[config.mk]
export PLATFORM = sky130hd
export DESIGN_NAME = serial_add_sub_32
export DESIGN_NICKNAME = d
export VERILOG_FILES = /design/src/rtl/serial_add_sub_32.sv
export SDC_FILE = /design/constraint.sdc
export NUM_CORES = 1
export LEC_CHECK = 0
export BUFFER_PORTS_ARGS = -buffer_cell sky130_fd_sc_hd__buf_2
export CORE_AREA = 3 3 141 75
export CTS_BUF_LIST = sky130_fd_sc_hd__clkbuf_8
export DETAILED_ROUTE_END_ITERATION = 7
export DIE_AREA = 0 0 144 78
export PLACE_DENSITY = 0.84
export SETUP_SLACK_MARGIN = 0.05
export SYNTH_ARGS = -nofsm -noshare
export SYNTH_HDL_FRONTEND = slang
export SYNTH_SLANG_ARGS = --single-unit
[constraint.sdc]
create_clock -name clk -period 2 [get_ports clk]
set_clock_uncertainty 0.1 [all_clocks]
set_input_delay 0.5 -clock clk [delete_from_list [all_inputs] [get_ports clk]]
set_output_delay 0.5 -clock clk [all_outputs]
set_load 0.03 [all_outputs]
[src/rtl/serial_add_sub_32.sv]
// Bit-serial add/subtract engine: one full-adder cell evaluated per clock, LSB first,
// with a start/busy/done handshake and carry/overflow/zero flags.
module serial_add_sub_32 #(
    parameter int unsigned WIDTH = 32
) (
    input  logic             clk,
    input  logic             rst,
    input  logic             start,
    input  logic             sub,
    input  logic [WIDTH-1:0] op_a,
    input  logic [WIDTH-1:0] op_b,
    output logic             busy,
    output logic             done,
    output logic [WIDTH-1:0] result,
    output logic             carry_out,
    output logic             overflow,
    output logic             zero
);

    localparam int unsigned CntW = (WIDTH > 1) ? $clog2(WIDTH) : 1;

    typedef enum logic [1:0] {
        StIdle,
        StRun,
        StDone
    } state_e;

    state_e           state_q, state_d;
    logic [WIDTH-1:0] a_sh_q, a_sh_d;
    logic [WIDTH-1:0] b_sh_q, b_sh_d;
    logic             carry_q, carry_d;
    logic [CntW-1:0]  cnt_q, cnt_d;
    logic [WIDTH-1:0] result_q, result_d;
    logic             carry_out_q, carry_out_d;
    logic             overflow_q, overflow_d;
    logic             zero_q, zero_d;

    logic             sum_bit;
    logic             cout_bit;
    logic             last_bit;
    logic             accept;
    logic             c_msb;
    logic [WIDTH-1:0] result_shifted;

    // Full-adder cell fed from the shift register LSBs and the carry flop.
    always_comb begin
        sum_bit        = a_sh_q[0] ^ b_sh_q[0] ^ carry_q;
        cout_bit       = ((a_sh_q[0] ^ b_sh_q[0]) & carry_q) | (a_sh_q[0] & b_sh_q[0]);
        last_bit       = (cnt_q == CntW'(WIDTH - 1));
        c_msb          = carry_q;
        result_shifted = {sum_bit, result_q[WIDTH-1:1]};
        accept         = start && (state_q != StRun);
    end

    always_comb begin
        state_d     = state_q;
        a_sh_d      = a_sh_q;
        b_sh_d      = b_sh_q;
        carry_d     = carry_q;
        cnt_d       = cnt_q;
        result_d    = result_q;
        carry_out_d = carry_out_q;
        overflow_d  = overflow_q;
        zero_d      = zero_q;

        unique case (state_q)
            StIdle: begin
                state_d = StIdle;
            end
            StRun: begin
                result_d = result_shifted;
                a_sh_d   = a_sh_q >> 1;
                b_sh_d   = b_sh_q >> 1;
                carry_d  = cout_bit;
                cnt_d    = cnt_q + CntW'(1);
                if (last_bit) begin
                    state_d     = StDone;
                    carry_out_d = cout_bit;
                    overflow_d  = c_msb ^ cout_bit;
                    zero_d      = (result_shifted == '0);
                end
            end
            StDone: begin
                state_d = StIdle;
            end
            default: begin
                state_d = StIdle;
            end
        endcase

        // Accept from IDLE or DONE; the latter gives back-to-back operation.
        if (accept) begin
            state_d     = StRun;
            a_sh_d      = op_a;
            b_sh_d      = sub ? ~op_b : op_b;
            carry_d     = sub;
            cnt_d       = '0;
            result_d    = '0;
            carry_out_d = 1'b0;
            overflow_d  = 1'b0;
            zero_d      = 1'b0;
        end
    end

    always_ff @(posedge clk) begin
        if (rst) begin
            state_q     <= StIdle;
            a_sh_q      <= '0;
            b_sh_q      <= '0;
            carry_q     <= 1'b0;
            cnt_q       <= '0;
            result_q    <= '0;
            carry_out_q <= 1'b0;
            overflow_q  <= 1'b0;
            zero_q      <= 1'b0;
        end else begin
            state_q     <= state_d;
            a_sh_q      <= a_sh_d;
            b_sh_q      <= b_sh_d;
            carry_q     <= carry_d;
            cnt_q       <= cnt_d;
            result_q    <= result_d;
            carry_out_q <= carry_out_d;
            overflow_q  <= overflow_d;
            zero_q      <= zero_d;
        end
    end

    assign busy      = (state_q == StRun);
    assign done      = (state_q == StDone);
    assign result    = result_q;
    assign carry_out = carry_out_q;
    assign overflow  = overflow_q;
    assign zero      = zero_q;

endmodule

# Yosys cells after proc, flatten, opt, wreduce, memory -nomap -nowiden
# Cells that the tools add are included.
dict set report totals {
  regBits 107
  latch_bits 0
  ramBits 0
  rom_bits 0
  input_bits 68
  word_cells 40
  n_memories 0
}
dict set report op_classes {
  addsub 1
  multipliers 0
  n_div 0
  order_cmp 0
  n_eq_ne 5
  shift 0
  muxes 10
  bitwise_logic 8
  n_reduce_logical 6
}
# operator n
set ops {}
lappend ops {{32-bit two-way mux} 5}
lappend ops {{32-bit logical NOT} 1}
lappend ops {{32-bit NOT} 1}
lappend ops {{5-bit by 1-bit adder with 5-bit output (second input constant)} 1}
lappend ops {{5-bit equality test (second input constant)} 1}
lappend ops {{1-bit two-way mux} 5}
lappend ops {{3-bit by 1-bit inequality test with 1-bit output (second input constant)} 1}
lappend ops {{3-bit OR reduction} 1}
lappend ops {{1-bit XOR} 3}
lappend ops {{1-bit bitwise AND} 2}
lappend ops {{2-bit by 1-bit equality test with 1-bit output (second input constant)} 1}
lappend ops {{2-bit equality test (second input constant)} 1}
lappend ops {{2-bit by 1-bit inequality test with 1-bit output (second input constant)} 1}
lappend ops {{2-bit AND reduction} 1}
lappend ops {{2-bit nonzero test} 1}
lappend ops {{2-bit OR reduction} 1}
lappend ops {{1-bit logical AND} 1}
lappend ops {{1-bit NOT} 1}
lappend ops {{1-bit OR} 1}

# Longest topological paths before layout
dict set report depth {
  word_depth 5
  depth_mapped 7
  depth_no_buf 6
}

# Least setup slack after synthesis
# OpenSTA, ideal clock, no wires.
dict set report synth_timing {
  path_kind {register to register}
  from {register a_sh_q[0]}
  to {register zero_q, in the netlist zero}
  arrival_time_ps 1744
  required_time_ps 1826
  setup_slack_ps 82
  stages_incl_launch_ff 7
  synth_period_minus_slack_ps 1918
  cell_sequence {dfxtp_1 -> inv_1 -> fa_1 -> nor4b_1 -> nand4_1 -> or4_1 -> o21ai_0}
}
dict set report synth_via {
  elab_chain_len 3
}
# item line_no
set synth_lines {}
lappend synth_lines {{from (decl)} 29} ;# logic [WIDTH-1:0] a_sh_q, a_sh_d;
lappend synth_lines {{from (signal assigned)} 118} ;# a_sh_q <= a_sh_d;
lappend synth_lines {{1-bit XOR (2 in a row)} 47} ;# sum_bit = a_sh_q[0] ^ b_sh_q[0] ^ carry_q;
lappend synth_lines {{32-bit logical NOT} 80} ;# zero_d = (result_shifted == '0);
lappend synth_lines {{to (signal assigned)} 125} ;# zero_q <= zero_d;
lappend synth_lines {{to (decl)} 36} ;# logic zero_q, zero_d;
# No other way between the ends.
# A chain may end at the register's enable or synchronous reset.

# Final worst setup path
# Same ends and word-level chain as after synthesis.

==> impl_results.md <==
- Run status: finished clean
- Post-Synthesis Cells: 557
- Total CTS buffers: 9
- Global-route wire length before repair: between 15,000 and 20,000 um
- PortBufs: 104
- CP Data Required Time: 2.21 ns
- Reg clk slew, reported paths: roughly 0.11 ns
- Grt ovf: 0
- Clock Sinks: 107
- Inst Count DP: 743
- WHS Path Cells: 3
- Hold_buf cts: 0
- Clock Latency Late Sink: between 0.3 and 0.4 ns
- Largest net degree at the start of global routing: 75
- Die Width: 144 um
- CTS tree: built
- Final Non-Filler Cells: 759
- CP Launch Type: flop
- Synth warnings: 0
- Min-Delay Endpoint: a_sh_q[31]
- TritonRoute pass-1 iters: 5
- Routed via count: 3,960
- Max Slew Vio Count: 0
- Crit path kind: reg -> reg
- Post-Syn Area: between 4000 and 5000 um2
- Share of layout cells above drive strength 1: 0.215
- Placement Rows: 25
- Initial antenna violation count: 0
- Min setup slack post-route: 0.0972 ns
- Layout Nets: 704
- Met2 usage: 0.279
- Avg WL per Cell: 12.6 um
- Die Area: 11,200 um2
- Global routing usage on met1: 0.235
- GR Util met3: 0.0351
- Crit. End Element: flop
- H-tree Lvls: 3
- GRT Util Overall: 0.173
- Syn avg cell area: 8.38 um2
- R2r setup slk: 0.1 ns
- Slowest CP cell: fa_1
- Most common cell after layout, fill and taps aside: dfxtp_1
- WL final: 9550 um
- CTS root buf: clkbuf_8
- Final setup fails: 0
- Yosys cell types: 31
- GRT Max-Usage Layer: met2
- Total core area: just over 9000 um2
- Worst Path Max Fanout: 2
- Largest stage delay, worst path: 0.58 ns
- Reg-to-reg critical path endpoint: zero
- Number of synthesized flops with an enable pin: 0
- Setup TNS Final: 0 ns
- Maximum vdd drop: about 0.00034 V
- Commonest cells after routing, fill and taps aside: dfxtp_1, buf_2, nor2_1
- DRC: 0
- Die Y: about 78 um
- Fin crit period: 1.90 ns
- Worst reg2reg startpoint: a_sh_q[0]
- Leakage: 2.27 nW
- Slew @ Worst Pin: 0.695 ns
- Post-synth top area share: 0.459
- CP Cell Sequence: inv_2 > fa_1 > nor4b_2 > nand4_1 > or4_1 > o21ai_1
- Layout Utilization: 0.585
- Worst slack, placed: -0.0660 ns
- Dominant synthesized flop cell: dfxtp_1
- Fmax: 0.526 GHz
- Syn-to-layout area delta: 17.2%
- Initial Util: 0.499
- Buf+Inv Stages, Crit Path: 1
- Power density over the cells: 775 nW/um2
- HP Class: in -> reg
- Cell taking the most area after synthesis: dfxtp_1
- Max clock buf depth: 2
- Detailed placement HPWL: about 6500 um
- Top Ports: roughly 110
- RSZ-0062 raised after global routing: yes
- Largest cells by area after synthesis: dfxtp_1, a211oi_1, nor2_1, a21oi_1, mux2i_1
- Final hold vios: 0
- Sequential cell area: about 2100 um2
- Post-route ant nets: 0
- Crit path DAT: 2.11 ns
- Final period util: 0.951
- R2R depth: 6
- Maxcap violations: 0
- Area occupied by multi-input gates: 2310 um2
- Hold Path Origin: op_a[31]
- Delay-heaviest family, CP: simple AND/OR/NAND/NOR gates
- Diode count: 0
- Post-DR vias/cell: 5.22
- Register area share after synthesis: 0.459
- Routability cong.: 0.794
- #FFs+latches synth: between 100 and 150
- Vias in the first global route: approximately 3,500
- Max_slew headroom: 0.536
- Fillers: 845
- Starting DRT DRC Count: 208
- Asr flop ratio synth: 0
- Syn Nets: between 600 and 700
[how the worst max path moves through the flow]
stage / end / cells after the start / start / slack [ns]
after floorplan: zero / 6 / a_sh_q[0] / 0.08
after global routing: zero / 6 / a_sh_q[0] / -0.004
final: zero / 6 / a_sh_q[0] / 0.1
after detailed placement: zero / 6 / a_sh_q[0] / -0.07
after CTS: zero / 6 / b_sh_q[0] / 0.08
after global placement: zero / 6 / a_sh_q[0] / 0.01
[report_power, final]
group | internal, mW | leakage [nW] | switching [mW] | total, mW
Sequential | 2.26 | 0.878 | 0.0662 | 2.32
Clock | 0.486 | 0.0982 | 0.780 | 1.27
Combinational | 0.291 | 1.30 | 0.362 | 0.653
[state kept, by name, indices dropped and copies added (netlist names)]
| name | cells |
|---|---|
| result | 32 |
| a_sh_q | 32 |
| c_msb | 1 |
| cnt_q | 5 |
| b_sh_q | 32 |
| overflow | 1 |
| zero | 1 |
| state_q | 2 |
| carry_out | 1 |
[synth_stat cells (all sizes together) (2+ instances only)]
cell and count:
dfxtp 107, ha 2, a211oi 64, xor2 2, mux2i 32, nor2 101, inv 4, nand4 3
a21oi 67, clkbuf 28, buf 21, nor4 7, xnor2 34, nand2 72
[per-stage QoR]
stage	power (mW)	hold WS (ns)	area, um2
after floorplan	2.85	0.341	4670
after global placement	3.00	0.345	5270
after detailed placement	3.02	0.346	5270
after CTS	4.31	0.320	5470
after global routing	4.49	0.332	5470
final	4.24	0.331	5470
[worst register-to-register path, stage by stage, from the launching register on]
cell and delay, ns:
dfxtp_2 0.35, inv_2 0.04, fa_1 0.58, nor4b_2 0.20, nand4_1 0.10, or4_1 0.41, o21ai_1 0.08
[cells by family after synthesis]
logic type	count (synthesis)	share of synthesized area
AND/OR/NAND/NOR	190	0.162
AO/OA/AOI/OAI	136	0.183
flip-flops	107	0.459
buffers and inverters	53	0.0499
XOR/XNOR	36	0.0675
multiplexers	32	0.0686
adder cells (fa/ha/maj)	3	0.00965
[per-layer routing]
| layer | up-vias | wire (um) |
|---|---|---|
| met2 | 55 | 4630 |
| met3 | 4 | 333 |
| met4 | 0 | 67 |
| met5 | - | 0 |
| li1 | 2062 | - |
| met1 | 1839 | 4520 |
[layout make-up]
cell class / instances / area share
multi-input combinational: 397 / 0.422
timing repair buffer: 114 / 0.121
clock inverter: 7 / 0.0121
tap: 121 / 0.0277
clock buffer: 9 / 0.0226
sequential: 107 / 0.392
inverter: 4 / 0.00320
[what timing repair did]
item	4_1_cts	5_1_grt
gates resized for setup	3	4
endpoints found under the setup margin	2	1
pin swaps	2	1
buffers inserted	0	0
Note: power is estimated with default switching activity, not from simulation.
